--- config.mk ---
export PLATFORM = sky130hd
export DESIGN_NAME = vga_sync_monitor
export DESIGN_NICKNAME = d
export VERILOG_FILES = /design/src/rtl/vga_sync_monitor.sv
export SDC_FILE = /design/constraint.sdc
export NUM_CORES = 1
export LEC_CHECK = 0
export ABC_CLOCK_PERIOD_IN_PS = 6600
export CAP_MARGIN = 15
export CORE_MARGIN = 1
export CORE_UTILIZATION = 40
export CTS_BUF_LIST = sky130_fd_sc_hd__clkbuf_8 sky130_fd_sc_hd__clkbuf_16
export DETAILED_ROUTE_END_ITERATION = 6
export GPL_TIMING_DRIVEN = 0
export SYNTH_ARGS = -nofsm -noshare
export SYNTH_HDL_FRONTEND = slang
export SYNTH_SLANG_ARGS = --single-unit
--- constraint.sdc ---
create_clock -name clk -period 6.6 [get_ports clk]
set_input_delay 1.32 -clock clk [delete_from_list [all_inputs] [get_ports clk]]
set_output_delay 1.32 -clock clk [all_outputs]
set_load 0.05 [all_outputs]
--- src/rtl/vga_sync_monitor.sv ---
// Passive VGA receiver: recovers pixel coordinates, checks sync timing, tracks lock and probes one pixel.
// Optional per-frame CRC-16-CCITT of active pixels when VGA_MON_CRC_EN is defined; otherwise frame_crc is tied to 0.
module vga_sync_monitor #(
  parameter int H_ACTIVE    = 640,
  parameter int H_SYNC      = 96,
  parameter int H_BACK      = 48,
  parameter int H_TOTAL     = 800,
  parameter int V_ACTIVE    = 480,
  parameter int V_SYNC      = 2,
  parameter int V_BACK      = 33,
  parameter int V_TOTAL     = 525,
  parameter int LOCK_FRAMES = 2
) (
  input  logic        clk,
  input  logic        rst_n,
  input  logic        hsync,
  input  logic        vsync,
  input  logic [2:0]  rgb,
  input  logic [9:0]  probe_x,
  input  logic [9:0]  probe_y,
  input  logic        err_clear,
  output logic        locked,
  output logic        rx_active,
  output logic [9:0]  rx_hpos,
  output logic [9:0]  rx_vpos,
  output logic [2:0]  probe_rgb,
  output logic        probe_valid,
  output logic [15:0] frame_count,
  output logic        err_line,
  output logic        err_frame,
  output logic [15:0] frame_crc
);

  localparam logic [9:0] H_START     = 10'(H_SYNC + H_BACK);
  localparam logic [9:0] H_END       = 10'(H_SYNC + H_BACK + H_ACTIVE);
  localparam logic [9:0] V_START     = 10'(V_SYNC + V_BACK - 1);
  localparam logic [9:0] V_END       = 10'(V_SYNC + V_BACK - 1 + V_ACTIVE);
  localparam logic [9:0] H_LAST      = 10'(H_TOTAL - 1);
  localparam logic [9:0] H_SYNC_LAST = 10'(H_SYNC - 1);
  localparam logic [9:0] V_LAST      = 10'(V_TOTAL - 1);
  localparam logic [9:0] V_SYNC_LAST = 10'(V_SYNC - 1);
  localparam logic [9:0] CNT_MAX     = 10'd1023;
  localparam logic [3:0] GOOD_NEEDED = 4'(LOCK_FRAMES);

  typedef enum logic [1:0] {SEARCH, TRACK, LOCKED} state_t;

  state_t      state_q, state_d;
  logic        tracking;
  logic        hs_q, hs_d, vs_q, vs_d, hs_prev_q, hs_prev_d, vs_prev_q, vs_prev_d;
  logic [2:0]  rgb_q, rgb_d, rgb_d2_q, rgb_d2_d, probe_rgb_q, probe_rgb_d;
  logic [9:0]  h_cnt_q, h_cnt_d, v_cnt_q, v_cnt_d;
  logic [9:0]  probe_x_q, probe_x_d, probe_y_q, probe_y_d;
  logic [9:0]  rx_hpos_q, rx_hpos_d, rx_vpos_q, rx_vpos_d;
  logic        vs_pend_q, vs_pend_d, rx_active_q, rx_active_d, probe_valid_q, probe_valid_d;
  logic        err_line_q, err_line_d, err_frame_q, err_frame_d;
  logic [3:0]  good_q, good_d;
  logic [15:0] frame_count_q, frame_count_d;
  logic        hs_fall, hs_rise, vs_fall, vs_rise, boundary;
  logic        line_err, frame_err, frame_good, in_win, probe_hit;

  assign hs_fall  = hs_prev_q & ~hs_q;
  assign hs_rise  = ~hs_prev_q & hs_q;
  assign vs_fall  = vs_prev_q & ~vs_q;
  assign vs_rise  = ~vs_prev_q & vs_q;
  assign boundary = hs_fall & vs_pend_q;

  always_comb begin
    hs_d      = hsync;
    vs_d      = vsync;
    rgb_d     = rgb;
    hs_prev_d = hs_q;
    vs_prev_d = vs_q;
    rgb_d2_d  = rgb_q;
    h_cnt_d   = hs_fall ? 10'd0 : ((h_cnt_q == CNT_MAX) ? h_cnt_q : h_cnt_q + 10'd1);
    v_cnt_d   = boundary ? 10'd0 : (hs_fall ? v_cnt_q + 10'd1 : v_cnt_q);
    vs_pend_d = (vs_pend_q & ~boundary) | vs_fall;
    line_err  = (hs_fall && h_cnt_q != H_LAST) || (hs_rise && h_cnt_q != H_SYNC_LAST) ||
                (!hs_fall && h_cnt_q == CNT_MAX - 10'd1);
    // vsync rises together with an hsync fall, so compare against the post-increment line count
    frame_err = (boundary && v_cnt_q != V_LAST) || (vs_rise && v_cnt_d != V_SYNC_LAST);
    frame_good = boundary & ~line_err & ~frame_err;

    good_d = good_q;
    if (state_q == SEARCH) good_d = 4'd0;
    else if (state_q == TRACK && frame_good) good_d = good_q + 4'd1;

    err_line_d    = (err_line_q & ~err_clear) | (line_err & tracking);
    err_frame_d   = (err_frame_q & ~err_clear) | (frame_err & tracking);
    frame_count_d = (locked && frame_good) ? frame_count_q + 16'd1 : frame_count_q;
    probe_x_d     = boundary ? probe_x : probe_x_q;
    probe_y_d     = boundary ? probe_y : probe_y_q;

    // h_cnt_d/v_cnt_d line up with the pixel currently held in rgb_q
    in_win      = (h_cnt_d >= H_START) && (h_cnt_d < H_END) && (v_cnt_d >= V_START) && (v_cnt_d < V_END);
    rx_active_d = in_win;
    rx_hpos_d   = in_win ? h_cnt_d - H_START : 10'd0;
    rx_vpos_d   = in_win ? v_cnt_d - V_START : 10'd0;

    probe_hit     = locked && rx_active_q && rx_hpos_q == probe_x_q && rx_vpos_q == probe_y_q;
    probe_valid_d = probe_hit;
    probe_rgb_d   = probe_hit ? rgb_d2_q : probe_rgb_q;
  end

  always_ff @(posedge clk or negedge rst_n) begin
    if (!rst_n) begin
      hs_q <= 1'b1; vs_q <= 1'b1; hs_prev_q <= 1'b1; vs_prev_q <= 1'b1;
      rgb_q <= '0; rgb_d2_q <= '0; probe_rgb_q <= '0;
      h_cnt_q <= '0; v_cnt_q <= '0; vs_pend_q <= 1'b0; good_q <= '0;
      probe_x_q <= '0; probe_y_q <= '0;
      rx_active_q <= 1'b0; rx_hpos_q <= '0; rx_vpos_q <= '0; probe_valid_q <= 1'b0;
      err_line_q <= 1'b0; err_frame_q <= 1'b0; frame_count_q <= '0;
    end else begin
      hs_q <= hs_d; vs_q <= vs_d; hs_prev_q <= hs_prev_d; vs_prev_q <= vs_prev_d;
      rgb_q <= rgb_d; rgb_d2_q <= rgb_d2_d; probe_rgb_q <= probe_rgb_d;
      h_cnt_q <= h_cnt_d; v_cnt_q <= v_cnt_d; vs_pend_q <= vs_pend_d; good_q <= good_d;
      probe_x_q <= probe_x_d; probe_y_q <= probe_y_d;
      rx_active_q <= rx_active_d; rx_hpos_q <= rx_hpos_d; rx_vpos_q <= rx_vpos_d;
      probe_valid_q <= probe_valid_d;
      err_line_q <= err_line_d; err_frame_q <= err_frame_d; frame_count_q <= frame_count_d;
    end
  end

  always_ff @(posedge clk or negedge rst_n) begin
    if (!rst_n) state_q <= SEARCH;
    else        state_q <= state_d;
  end

  always_comb begin
    state_d = state_q;
    case (state_q)
      SEARCH:  if (boundary) state_d = TRACK;
      TRACK:   if (line_err || frame_err) state_d = SEARCH;
               else if (frame_good && (good_q + 4'd1) == GOOD_NEEDED) state_d = LOCKED;
      LOCKED:  if (line_err || frame_err) state_d = SEARCH;
      default: state_d = SEARCH;
    endcase
  end

  always_comb begin
    locked   = (state_q == LOCKED);
    tracking = (state_q != SEARCH);
  end

  assign rx_active   = rx_active_q;
  assign rx_hpos     = rx_hpos_q;
  assign rx_vpos     = rx_vpos_q;
  assign probe_rgb   = probe_rgb_q;
  assign probe_valid = probe_valid_q;
  assign frame_count = frame_count_q;
  assign err_line    = err_line_q;
  assign err_frame   = err_frame_q;

`ifdef VGA_MON_CRC_EN
  logic [15:0] crc_acc_q, crc_acc_d, frame_crc_q, frame_crc_d;

  function automatic logic [15:0] crc16_byte(input logic [15:0] crc, input logic [7:0] data);
    logic [15:0] c;
    c = crc ^ {data, 8'h00};
    for (int i = 0; i < 8; i++) c = c[15] ? ({c[14:0], 1'b0} ^ 16'h1021) : {c[14:0], 1'b0};
    return c;
  endfunction

  // rx_active_q and rgb_d2_q are the same pixel; frame boundaries fall in blanking
  always_comb begin
    crc_acc_d   = rx_active_q ? crc16_byte(crc_acc_q, {5'b00000, rgb_d2_q}) : crc_acc_q;
    frame_crc_d = frame_crc_q;
    if (boundary) begin
      frame_crc_d = crc_acc_d;
      crc_acc_d   = 16'hFFFF;
    end
  end

  always_ff @(posedge clk or negedge rst_n) begin
    if (!rst_n) begin
      crc_acc_q   <= 16'hFFFF;
      frame_crc_q <= '0;
    end else begin
      crc_acc_q   <= crc_acc_d;
      frame_crc_q <= frame_crc_d;
    end
  end

  assign frame_crc = frame_crc_q;
`else
  assign frame_crc = '0;
`endif

endmodule
---- After elaboration in Yosys (flattened, before gate mapping) ----
Cells that the tools add are included.
storage, ports and cells
  bits in registers ....................... 100
  latch bits .............................. 0
  RAM bits ................................ 0
  bits in read-only memories .............. 0
  memories kept ........................... 0
cells by class
  add/subtract/negate cells ............... 6
  $mul .................................... 0
  divide/modulo/power cells ............... 0
  order comparisons ....................... 4
  equal/unequal tests ..................... 14
  shift operators ......................... 0
  mux-type cells .......................... 13
  bitwise logic cells ..................... 23
  reductions and logical operators ........ 23
operators with widths
  cell                                                                                  number
  10-bit two-way mux                                                                    6
  10-bit by 1-bit adder with 10-bit output, second input constant                       2
  10-bit == test                                                                        2
  10-bit == test, second input constant                                                 2
  10-bit less-than comparator, second input constant                                    2
  10-bit != test, second input constant                                                 2
  16-bit by 1-bit adder with 16-bit output, second input constant                       1
  1-bit logical AND                                                                     14
  1-bit AND                                                                             12
  10-bit by 6-bit greater-or-equal comparator with 1-bit output, second input constant  1
  10-bit by 8-bit greater-or-equal comparator with 1-bit output, second input constant  1
  10-bit by 1-bit != test with 1-bit output, second input constant                      1
  10-bit by 7-bit != test with 1-bit output, second input constant                      1
  10-bit by 6-bit subtractor with 10-bit output, second input constant                  1
  10-bit by 8-bit subtractor with 10-bit output, second input constant                  1
  2-bit two-way mux                                                                     4
  4-bit two-way mux                                                                     2
  1-bit NOT                                                                             8
  2-bit one-hot mux with 3 select lines                                                 1
  4-bit by 1-bit adder with 4-bit output, second input constant                         1
  4-bit by 2-bit == test with 1-bit output, second input constant                       1
  1-bit logical OR                                                                      4
  2-bit nonzero test                                                                    2
  3-bit by 1-bit != test with 1-bit output, second input constant                       1
  other kinds (8)                                                                       10

---- Longest topological paths before layout ----
  depth in word-level cells ............... 13
  gate-level depth with buffers ........... 12
  depth with buffers taken out ............ 11

---- Worst setup path after synthesis ----
OpenSTA, ideal clock, no wires.
  path type ............................... reg2out
  from .................................... register state_q[0]
  to ...................................... output locked
  data arrival time ....................... 1.315 ns
  required time ........................... 5.280 ns
  path slack .............................. 3.965 ns
  cell stages (with the launch flop) ...... 3
  path buffers ............................ 1
  path through ............................ dfrtp_1 buf_4 nor2b_1
between the ends
  word-level cells in the longest chain between the ends .. 1
RTL lines
  element                   line  RTL
  start: declaration        47    state_t state_q, state_d;
  start signal: assignment  125   else state_q <= state_d;
  2-bit == test             140   locked = (state_q == LOCKED);
  end: declaration          22    output logic locked,
No other way between the ends.

---- Worst setup path in the final report ----
  from .................................... register state_q[1]
  to ...................................... output locked
Same word-level chain as after synthesis.

==> impl_metrics.env <==
export IMPL_status="completed"
export IMPL_ios=88
export IMPL_cts_tree="built"
export IMPL_post_cts_buffers=0
export IMPL_num_vias=3908
export IMPL_finalSetupTns_ps=0
export IMPL_power_density_mw_per_mm2=227
export IMPL_io_buffers=71
export IMPL_grt_pass1_vias=3807
export IMPL_drt_wirelength_per_cell_um=14.5
export IMPL_syn_to_final_growth_pct=25.4
export IMPL_async_flop_share_pct=100
export IMPL_grt_remaining_overflow=0
export IMPL_critPathLaunchType="flop"
export IMPL_hp_class="flop to flop"
export IMPL_netlist_instances=519
export IMPL_netlist_area_mm2=0.00506
export IMPL_worstMarginPinSlew_ps=954
export IMPL_arrival_ps=2260
export IMPL_die_h_um=115
export IMPL_top_usage_layer="met2"
export IMPL_gp_congestion=0.873
export IMPL_rows=40
export IMPL_final_hold_viol_count=0
export IMPL_core_area_mm2=0.0122
export IMPL_drt_first_pass_iters=4
export IMPL_setup_violations=0
export IMPL_final_util_pct=52.2
export IMPL_hp_start="rgb_d2_d[1]"
export IMPL_diodes=0
export IMPL_holdPathEnd="rgb_d2_q[1]"
export IMPL_die_area_mm2=0.0131
export IMPL_rr_startpoint="h_cnt_q[1]"
export IMPL_rsz0062_at_grt="no"
export IMPL_ant_nets=0
export IMPL_wirelength_um=11400
export IMPL_hold_ws_ps=354
export IMPL_h_tree_depth=3
export IMPL_layout_common_cells="96 x nand2_1, 96 x dfrtp_1, 70 x clkdlybuf4s50_1"
export IMPL_grt_usage_pct=19.0
export IMPL_synth_edf_count=0
export IMPL_min_path_cells=0
export IMPL_synth_seq_cells=100
export IMPL_drive_gt1_share_pct=11.3
export IMPL_slew_violations=0
export IMPL_crit_type="flop to primary output"
export IMPL_syn_avg_cell_area_um2=9.76
export IMPL_synth_ff_type="dfrtp_1"
export IMPL_power_w=0.00144
export IMPL_drt_initial_drc_count=167
export IMPL_cts_repair_resized=0
export IMPL_r2r_end="good_q[3]"
export IMPL_max_freq_mhz=279
export IMPL_grt_pass1_wl_um=19200
export IMPL_dpl_hpwl_um=8470
export IMPL_crit_path_end_kind="primary output"
export IMPL_grtUsageMet3_pct=4.61
export IMPL_period_share_pct=54.3
export IMPL_nFillCells=1168
export IMPL_nets=656
export IMPL_yosysUniqueCellTypes=66
export IMPL_drv_cap=0
export IMPL_reg2regPathDepth=9
export IMPL_cts_buffers=9
export IMPL_hold_buffers=0
export IMPL_ys_warn_count=0
export IMPL_grt_max_degree=52
export IMPL_cts_clk_slew_worst_paths_ps=70
export IMPL_p_leak_nw=3.02
export IMPL_cts_buffer_depth=2
export IMPL_start_util_pct=41.6
export IMPL_clock_skew_ps=10.5
export IMPL_viasPerCell=4.95
export IMPL_antenna_found_initial=0
export IMPL_fin_ws_ps=3020
export IMPL_ir_worst_vdd_v=0.000121
export IMPL_seq_area_frac_synth_pct=49.5
export IMPL_path_max_fanout=8
export IMPL_pre_cts_ws_ps=3340
export IMPL_met1_usage_pct=25.6
export IMPL_cts_sinks=100
export IMPL_die_width_um=115
export IMPL_grt_use_met2_pct=29.5
export IMPL_cp_required_ps=5280
export IMPL_root_buffer="clkbuf_16"
export IMPL_drc=0
export IMPL_clk_latency_ps=360
export IMPL_timing_slew_headroom_pct=36.0
export IMPL_fin_crit_ps=3580
export IMPL_rrSetupSlack_ps=3370
==> synth_stat cells, types with 3 or more instances <==
cell,count,area [µm²]
a211oi_1,3,22.5
a21oi_1,10,50.1
a31oi_1,8,50.1
and2_1,3,18.8
and3_1,11,68.8
and4_1,3,26.3
buf_2,4,20.0
buf_4,20,150
clkbuf_1,10,37.5
dfrtp_1,96,2400
dfstp_2,4,105
ha_1,11,138
inv_1,21,78.8
mux2_2,4,45.0
nand2_1,96,360
nand2b_1,5,31.3
nand3_1,16,80.1
nand4_1,11,68.8
nor2_1,41,154
nor3_1,9,45.0
nor4_1,8,50.1
o211ai_1,10,75.1
o21a_1,3,22.5
o21ai_0,8,40.0
o22ai_1,3,18.8
or2_2,3,18.8
or2b_1,3,22.5
or4_1,3,22.5
xnor2_1,25,219
xor2_1,23,201
==> how the worst max path moves through the flow <==
stage,startpoint,to
floorplan,state_q[0],locked
global placement,rst_n,good_q[1]
detailed placement,state_q[1],locked
CTS,state_q[1],locked
global route,state_q[1],locked
finish,state_q[1],locked
==> metrics by stage <==
| step | std cells | instance area, µm² |
|---|---|---|
| after global placement | 773 | 6040 |
| after global routing | 790 | 6350 |
| after floorplan | 534 | 5120 |
| final | 790 | 6350 |
| after detailed placement | 774 | 6070 |
| after CTS | 790 | 6350 |
==> layer usage <==
metal | part of all wire (%) | up-vias
met1 | 48 | 1881
met4 | 2.4 | 0
met2 | 45 | 80
met5 | 0 | -
li1 | - | 1931
met3 | 4.3 | 16
==> kinds of logic (layout without fill, tap and decap cells) <==
logic type / Yosys count / in the layout / synth area share (%)
fa+ha+maj: 11 / 11 / 2.72
simple gates: 231 / 231 / 22.4
mux: 5 / 5 / 1.09
flops: 100 / 100 / 49.5
other cells: 1 / 16 / 0.0741
xor+xnor: 48 / 48 / 8.30
buf+inv: 58 / 146 / 6.38
compound gates: 65 / 65 / 9.49
==> state kept, by name, indices dropped and copies added (netlist names), 2 cells and up <==
signal       count
v_cnt_q         10
frame_count     16
h_cnt_q         10
probe_rgb        3
probe_x_q       10
state_q          2
rx_vpos         10
rx_hpos         10
good_q           4
rgb_d2_d         3
probe_y_q       10
rgb_d2_q         3
==> worst max-delay path: stages, from the launching register on <==
cell and delay (ps):
dfrtp_1 500, nor2b_1 500, clkdlybuf4s50_1 910
==> power breakdown <==
group          internal, W  switching, W
Sequential        0.000658     0.0000378
Combinational    0.0000955      0.000149
Clock             0.000260      0.000243
Total              0.00101      0.000430
==> cell type report <==
cell class	instances	area, µm²	area share [%]
multi-input combinational	376	2290	36.1
buffer	37	244	3.84
clock buffer	9	225	3.55
inverter	21	78.8	1.24
clock inverter	7	56.3	0.887
timing repair buffer	72	736	11.6
sequential	100	2510	39.5
tap	168	210	3.31
No activity file was read; power rests on OpenSTA's default activity.
